### src/rtl/isa_types.sv
// Shared ISA-level types for the fetch path: memory port control word, fetch queue
// entry and prefetcher state encoding.
package isa_types;

    localparam int XLEN = 32;
    localparam int ILEN = 32;

    typedef enum logic [1:0] {
        write_byte,
        write_half,
        write_word
    } mem_width_e;

    typedef struct packed {
        logic [XLEN-1:0] addr;
        logic            wenable;
        mem_width_e      wwidth;
        logic [XLEN-1:0] wdata;
    } mem_control_t;

    typedef struct packed {
        logic [XLEN-1:0] pc;
        logic [ILEN-1:0] bits;
    } fetch_entry_t;

    typedef enum logic {
        PF_IDLE,
        PF_PENDING
    } pf_state_e;

endpackage

### src/rtl/instruction_prefetch_queue_if.sv
// Memory-port and instruction-port bundle of the prefetch queue; the master modport
// is the prefetcher side, the slave modport is the memory/consumer environment.
interface instruction_prefetch_queue_if;
    import isa_types::*;

    logic            mem_grant;
    mem_control_t    mem_ctrl;
    logic [XLEN-1:0] mem_rdata;
    logic            instr_valid;
    logic [ILEN-1:0] instr_bits;
    logic [XLEN-1:0] instr_pc;
    logic            instr_ready;
    logic            redirect;
    logic [XLEN-1:0] redirect_pc;

    modport master (
        input  mem_grant, mem_rdata, instr_ready, redirect, redirect_pc,
        output mem_ctrl, instr_valid, instr_bits, instr_pc
    );

    modport slave (
        output mem_grant, mem_rdata, instr_ready, redirect, redirect_pc,
        input  mem_ctrl, instr_valid, instr_bits, instr_pc
    );

endinterface

### src/rtl/prefetch_fifo.sv
// DEPTH-entry fetch_entry_t FIFO; head shown combinationally, push visible next cycle.
// No internal backpressure: caller must not push when full; pop on empty is ignored; flush wins.
module prefetch_fifo
    import isa_types::*;
#(
    parameter int DEPTH = 4
) (
    input  logic                         clk,
    input  logic                         rst_n,
    input  logic                         flush,
    input  logic                         push,
    input  fetch_entry_t                 push_dat,
    input  logic                         pop,
    output fetch_entry_t                 head_dat,
    output logic [$clog2(DEPTH+1)-1:0]   count
);

    localparam int AW = $clog2(DEPTH);
    localparam int CW = $clog2(DEPTH+1);

    fetch_entry_t   mem_q [DEPTH];
    fetch_entry_t   mem_d [DEPTH];
    logic [AW-1:0]  wr_ptr_q, wr_ptr_d;
    logic [AW-1:0]  rd_ptr_q, rd_ptr_d;
    logic [CW-1:0]  count_q, count_d;
    logic           do_push, do_pop;

    assign do_push = push && !flush;
    assign do_pop  = pop && !flush && (count_q != '0);

    always_comb begin
        mem_d    = mem_q;
        wr_ptr_d = wr_ptr_q;
        rd_ptr_d = rd_ptr_q;
        count_d  = count_q;
        if (do_push) begin
            mem_d[wr_ptr_q] = push_dat;
            wr_ptr_d        = wr_ptr_q + AW'(1);
        end
        if (do_pop) begin
            rd_ptr_d = rd_ptr_q + AW'(1);
        end
        case ({do_push, do_pop})
            2'b10:   count_d = count_q + CW'(1);
            2'b01:   count_d = count_q - CW'(1);
            default: count_d = count_q;
        endcase
        if (flush) begin
            wr_ptr_d = '0;
            rd_ptr_d = '0;
            count_d  = '0;
        end
    end

    // Payload storage carries no reset; validity is tracked by count alone.
    always_ff @(posedge clk) begin
        mem_q <= mem_d;
    end

    always_ff @(posedge clk or negedge rst_n) begin
        if (!rst_n) begin
            wr_ptr_q <= '0;
            rd_ptr_q <= '0;
            count_q  <= '0;
        end else begin
            wr_ptr_q <= wr_ptr_d;
            rd_ptr_q <= rd_ptr_d;
            count_q  <= count_d;
        end
    end

    assign head_dat = mem_q[rd_ptr_q];
    assign count    = count_q;

endmodule

### src/rtl/instruction_prefetch_queue.sv
// Sequential instruction prefetcher feeding a small queue; request-to-instr_valid is 2 cycles.
// Issues only while queued plus in-flight words fit; instr_ready stalls the head; redirect flushes.
module instruction_prefetch_queue
    import isa_types::*;
#(
    parameter int              DEPTH        = 4,
    parameter logic [XLEN-1:0] RESET_VECTOR = 32'h0
) (
    input  logic                         clk,
    input  logic                         rst_n,
    instruction_prefetch_queue_if.master bus
);

    localparam int CW = $clog2(DEPTH+1);

    pf_state_e       state_q, state_d;
    logic [XLEN-1:0] fetch_pc_q, fetch_pc_d;
    logic [XLEN-1:0] req_pc_q, req_pc_d;

    logic [CW-1:0]   count;
    logic [CW:0]     occupancy;
    logic            pending, issue, push, pop;
    fetch_entry_t    head;
    fetch_entry_t    resp;
    logic            unused_redirect_lsb;

    assign pending   = (state_q == PF_PENDING);
    // Registered count only: a same-cycle dequeue does not free a slot for issue.
    assign occupancy = {1'b0, count} + {{CW{1'b0}}, pending};
    assign issue     = bus.mem_grant && !bus.redirect && (occupancy < (CW+1)'(DEPTH));
    assign push      = pending && !bus.redirect;
    assign pop       = bus.instr_valid && bus.instr_ready && !bus.redirect;
    assign resp      = '{pc: req_pc_q, bits: bus.mem_rdata};

    assign unused_redirect_lsb = ^bus.redirect_pc[1:0];

    always_comb begin
        state_d    = PF_IDLE;
        fetch_pc_d = fetch_pc_q;
        req_pc_d   = req_pc_q;
        if (bus.redirect) begin
            fetch_pc_d = {bus.redirect_pc[XLEN-1:2], 2'b00};
        end else if (issue) begin
            state_d    = PF_PENDING;
            fetch_pc_d = fetch_pc_q + 32'd4;
            req_pc_d   = fetch_pc_q;
        end
    end

    always_ff @(posedge clk or negedge rst_n) begin
        if (!rst_n) begin
            state_q    <= PF_IDLE;
            fetch_pc_q <= RESET_VECTOR;
            req_pc_q   <= RESET_VECTOR;
        end else begin
            state_q    <= state_d;
            fetch_pc_q <= fetch_pc_d;
            req_pc_q   <= req_pc_d;
        end
    end

    prefetch_fifo #(
        .DEPTH (DEPTH)
    ) u_fifo (
        .clk      (clk),
        .rst_n    (rst_n),
        .flush    (bus.redirect),
        .push     (push),
        .push_dat (resp),
        .pop      (pop),
        .head_dat (head),
        .count    (count)
    );

    // Read-only port: the address is the fetch pointer whether or not it issues.
    always_comb begin
        bus.mem_ctrl         = '0;
        bus.mem_ctrl.addr    = fetch_pc_q;
        bus.mem_ctrl.wenable = 1'b0;
        bus.mem_ctrl.wwidth  = write_word;
        bus.mem_ctrl.wdata   = '0;
    end

    assign bus.instr_valid = (count != '0);
    assign bus.instr_bits  = head.bits;
    assign bus.instr_pc    = head.pc;

endmodule

### src/flat_wrapper.sv
// flat-port wrapper written by rule: the top's interface ports become plain ports
module instruction_prefetch_queue_flat import isa_types::*;
#(
    parameter int              DEPTH        = 4,
    parameter logic [XLEN-1:0] RESET_VECTOR = 32'h0
)
  (clk, rst_n, bus_mem_grant, bus_mem_rdata, bus_instr_ready, bus_redirect, bus_redirect_pc, bus_mem_ctrl, bus_instr_valid, bus_instr_bits, bus_instr_pc);
  instruction_prefetch_queue_if bus_i ();
  input  logic clk;
  input  logic rst_n;
  input wire logic [$bits(bus_i.mem_grant)-1:0] bus_mem_grant;
  input wire logic [$bits(bus_i.mem_rdata)-1:0] bus_mem_rdata;
  input wire logic [$bits(bus_i.instr_ready)-1:0] bus_instr_ready;
  input wire logic [$bits(bus_i.redirect)-1:0] bus_redirect;
  input wire logic [$bits(bus_i.redirect_pc)-1:0] bus_redirect_pc;
  output wire logic [$bits(bus_i.mem_ctrl)-1:0] bus_mem_ctrl;
  output wire logic [$bits(bus_i.instr_valid)-1:0] bus_instr_valid;
  output wire logic [$bits(bus_i.instr_bits)-1:0] bus_instr_bits;
  output wire logic [$bits(bus_i.instr_pc)-1:0] bus_instr_pc;
  assign bus_i.mem_grant = bus_mem_grant;
  assign bus_i.mem_rdata = bus_mem_rdata;
  assign bus_i.instr_ready = bus_instr_ready;
  assign bus_i.redirect = bus_redirect;
  assign bus_i.redirect_pc = bus_redirect_pc;
  assign bus_mem_ctrl = bus_i.mem_ctrl;
  assign bus_instr_valid = bus_i.instr_valid;
  assign bus_instr_bits = bus_i.instr_bits;
  assign bus_instr_pc = bus_i.instr_pc;
  instruction_prefetch_queue #(.DEPTH(DEPTH), .RESET_VECTOR(RESET_VECTOR)) u_core (.clk(clk), .rst_n(rst_n), .bus(bus_i));
endmodule
### config.mk
export PLATFORM = sky130hd
export DESIGN_NAME = instruction_prefetch_queue_flat
export DESIGN_NICKNAME = d
export VERILOG_FILES = /design/src/rtl/isa_types.sv /design/src/rtl/instruction_prefetch_queue_if.sv /design/src/rtl/prefetch_fifo.sv /design/src/rtl/instruction_prefetch_queue.sv /design/src/flat_wrapper.sv
export SDC_FILE = /design/constraint.sdc
export NUM_CORES = 1
export LEC_CHECK = 0
export ABC_AREA = 1
export BUFFER_PORTS_ARGS = -buffer_cell sky130_fd_sc_hd__buf_2
export CAP_MARGIN = 5
export CORE_AREA = 2 2 218 134
export CTS_BUF_LIST = sky130_fd_sc_hd__clkbuf_8
export DETAILED_ROUTE_END_ITERATION = 12
export DIE_AREA = 0 0 220 136
export PLACE_DENSITY_LB_ADDON = 0.15
export REMOVE_ABC_BUFFERS = 1
export SYNTH_ARGS = -nofsm -noshare
export SYNTH_HDL_FRONTEND = slang
export SYNTH_HIERARCHICAL = 1
export SYNTH_SLANG_ARGS = --single-unit
### constraint.sdc
create_clock -name clk -period 10.5 [get_ports clk]
set_clock_uncertainty 0.15 [all_clocks]
set_input_delay 0.525 -clock clk [delete_from_list [all_inputs] [get_ports clk]]
set_output_delay 0.525 -clock clk [all_outputs]
set_load 0.05 [all_outputs]
==> results by group <==
Drt
  – Drt pass-1 iters: 5
  – DRT Wirelength: 32,200 µm
  – DR iter-0 viols: 738
  – Vias per cell: 5.14
  – Routed WL per cell: 17.5 µm
  – Vias: 9,487
  – DRT antenna net count: 0
  – Number of remaining DRC errors: 0

Synthesis
  – Post-synthesis sequential area ratio: 68.1%
  – Post-synth ARST share: 21.0%
  – Adder-cell share of the synthesized area: 0.599%
  – Largest family of logic cells by synthesized area: simple AND/OR/NAND/NOR gates
  – Synthesis Warnings: 6
  – Post-synthesis mux area share: 0%
  – Synth Register Bits: 324
  – Syn Area/Cell: 11.1 µm²
  – Post-Synth XOR/XNOR Area: 0.0635%
  – Simple-Gate Fraction of Synth Area: 15.5%
  – EDFF count, synth: 256
  – Synth Flop Type: edfxtp_1
  – Area of the mapped netlist: 13,800 µm²
  – Post-Syn Instances: 1,247
  – Library cells used by synthesis: 32
  – Synth Area in Compound Gates: 9.01%

Floorplan
  – Die width: 220 µm
  – Die Span Y: 136 µm
  – IO Count: 201
  – Core Area: 28,100 µm²
  – Initial Util: 49.0%
  – Num rows: 48
  – Die area: 29,900 µm²

CTS
  – CTS tree: yes
  – Clock sink count: 324
  – Post-CTS Setup Bufs: 0
  – Clock Latency Late Sink: 570 ps
  – # H-tree levels: 2
  – TritonCTS buffer count: 47
  – Post-CTS sizing: 0
  – CTS Root Cell: clkbuf_8
  – Hold buffers post-CTS: 19
  – Clock Tree Buf Depth: 3
  – Clk slew on worst S/H paths: 80 ps

Critical path
  – Worst EP arrival: 3320 ps
  – Reg2reg end: u_core/u_fifo/mem_q[87]$_DFFE_PP_
  – Crit-path max FO: 92
  – Worst reg2reg path startpoint: u_core/pending$_DFF_PN0_
  – FF-to-FF setup slack: 7600 ps
  – Critical path cell sequence: inv_4 > buf_4 > o21ai_0 > o22ai_1 > buf_2
  – Slowest CP cell: buf_4
  – Delay-heaviest family, CP: buffers and inverters
  – Worst R2R Path Depth: 5
  – Crit path kind: reg2out
  – Crit path launch type: register
  – CP Capture Type: primary output
  – Critical path depth in cells: 5
  – Critical Path Start: u_core/u_fifo/rd_ptr_q[0]$_DFFE_PN0P_
  – Worst path max stage delay: 820 ps
  – Worst Path Buf+Inv: 3
  – WP data required: 9830 ps

Finish
  – ANT cells: 0
  – Syn-to-layout area delta: 14.7%
  – Finished Cell Area: 15,800 µm²
  – Layout net count: 1,509
  – Final core occ: 56.2%
  – Layout cells sized above 1: 18.2%

Power
  – Leak pwr: 6.35 nW
  – Gate power share: 9.6%
  – Switching share of total power: 26.4%
  – Clock share of power: 34.9%
  – Sw Pwr: 711 µW
  – Peak supply drop: 0.0915 mV
  – P per Cell Area: 170 nW/µm²
  – Seq pwr share: 55.6%
  – Int Power: 1.98 mW

Timing
  – Min Tclk post-route: 3990 ps
  – Worst-margin pin slew: 1100 ps
  – Final hold violation count: 0
  – Setup TNS: 0 ps
  – Final Slew Violations: 0
  – RSZ-0062 raised after global routing: no
  – Crit share post-route: 38.0%
  – Fmax: 250 MHz
  – Max_slew headroom: 26.2%
  – Final setup violation count: 0

Global routing
  – Global-route wire length before repair: 49,500 µm
  – Largest net degree at the start of global routing: 93
  – GRT Total Usage: 21.7%
  – Initial antenna violation count: 0
  – GR Overflow Total: 0
  – Vias in the first global route: 8,901

Placement
  – Gpl congestion: 0.869
  – IO buf count: 161
  – DP Area: 14,700 µm²
  – HPWL Detailed: 19,400 µm

Hold path
  – Worst hold path class: in2async

Run
  – Max-cap violations: 0

Run status
  – Status: complete, no violations
[layout by cell type, fill, tap and decap left out, drive strengths merged, types with 2 or more instances in the layout]
cell         count
inv            105
nand2          195
ha               5
dfrtp           68
nor2           236
nand3           70
nor3             2
edfxtp         256
clkbuf          52
a21oi            2
o21ai          161
dlygate4sd3     19
o22ai           64
clkinv          10
buf            172
conb            45
o211ai           3
[cells by family (layout without fill, tap and decap cells)]
kind of cell / Yosys count / count (layout)
DFF: 324 / 324
and+or+nand+nor: 505 / 505
adders and majority gates: 6 / 6
buffers and inverters: 179 / 360
AOI/OAI and AO/OA: 230 / 230
xor gates and xnor gates: 1 / 1
other: 2 / 45
[layer usage]
metal  vias to the layer above  share of wire, %  GRT usage (%)
met2                       247                44           32.8
met1                      4604                48           32.3
li1                       4591                 -              -
met5                         -                 0              0
met4                         0               1.5           5.52
met3                        45               6.0           4.61
[state kept, by name, summed over array words and instances, names as in the netlist]
register and flops:
u_core/u_fifo/count 3, u_core/fetch_pc_q 30, u_core/req_pc_q 30, u_core/u_fifo/mem_q 256, u_core/pending 1, u_core/u_fifo/rd_ptr_q 2, u_core/u_fifo/wr_ptr_q 2
[cells in the mapped netlist, types with 7 or more instances]
library cell,number,area [µm²]
buf_2,8,40.0
buf_6,7,78.8
o22ai_1,64,400
nor2_1,216,811
o21ai_0,143,716
nand3_1,68,340
dfrtp_1,68,1700
o21ai_1,18,90.1
nor2_4,11,124
buf_4,49,368
clkbuf_1,32,120
nor2_2,9,56.3
nand2_1,191,717
inv_1,79,297
edfxtp_1,256,7690
[power by group through the flow]
stage | clock network [mW] | logic (mW) | registers, mW
detailed placement | 0 | 0.252 | 1.52
global route | 1.03 | 0.281 | 1.50
finish | 0.940 | 0.257 | 1.50
floorplan | 0 | 0.129 | 1.56
CTS | 0.971 | 0.258 | 1.50
global placement | 0 | 0.249 | 1.52
[cell type report]
cell class	instances	area, µm²
well taps	375	469
clock buffers	52	716
inverters	83	314
repair buffers	191	1080
clock inverters	34	160
fillers	2499	12300
flip-flops and latches	324	9390
multi-input cells	787	3670
[how the worst max path moves through the flow]
stage	slack [ps]	endpoint
detailed placement	6960	u_core/u_fifo/mem_q[249]$_DFFE_PP_
floorplan	6230	bus_instr_bits[0]
global route	6220	bus_instr_pc[28]
CTS	6420	bus_instr_pc[28]
finish	6510	bus_instr_pc[18]
global placement	6950	u_core/u_fifo/mem_q[249]$_DFFE_PP_
[through the flow]
step           total power, mW  hold WS, ps  instances  worst slack, ps
2_1_floorplan             1.69         79.4       1194             6230
3_3_place_gp              1.77          357       1741             6950
3_5_place_dp              1.78          357       1741             6960
4_1_cts                   2.73        0.144       1846             6420
5_1_grt                   2.81         8.88       1846             6220
6_report                  2.69         16.9       1846             6510
(Power assumes the default switching activity.)
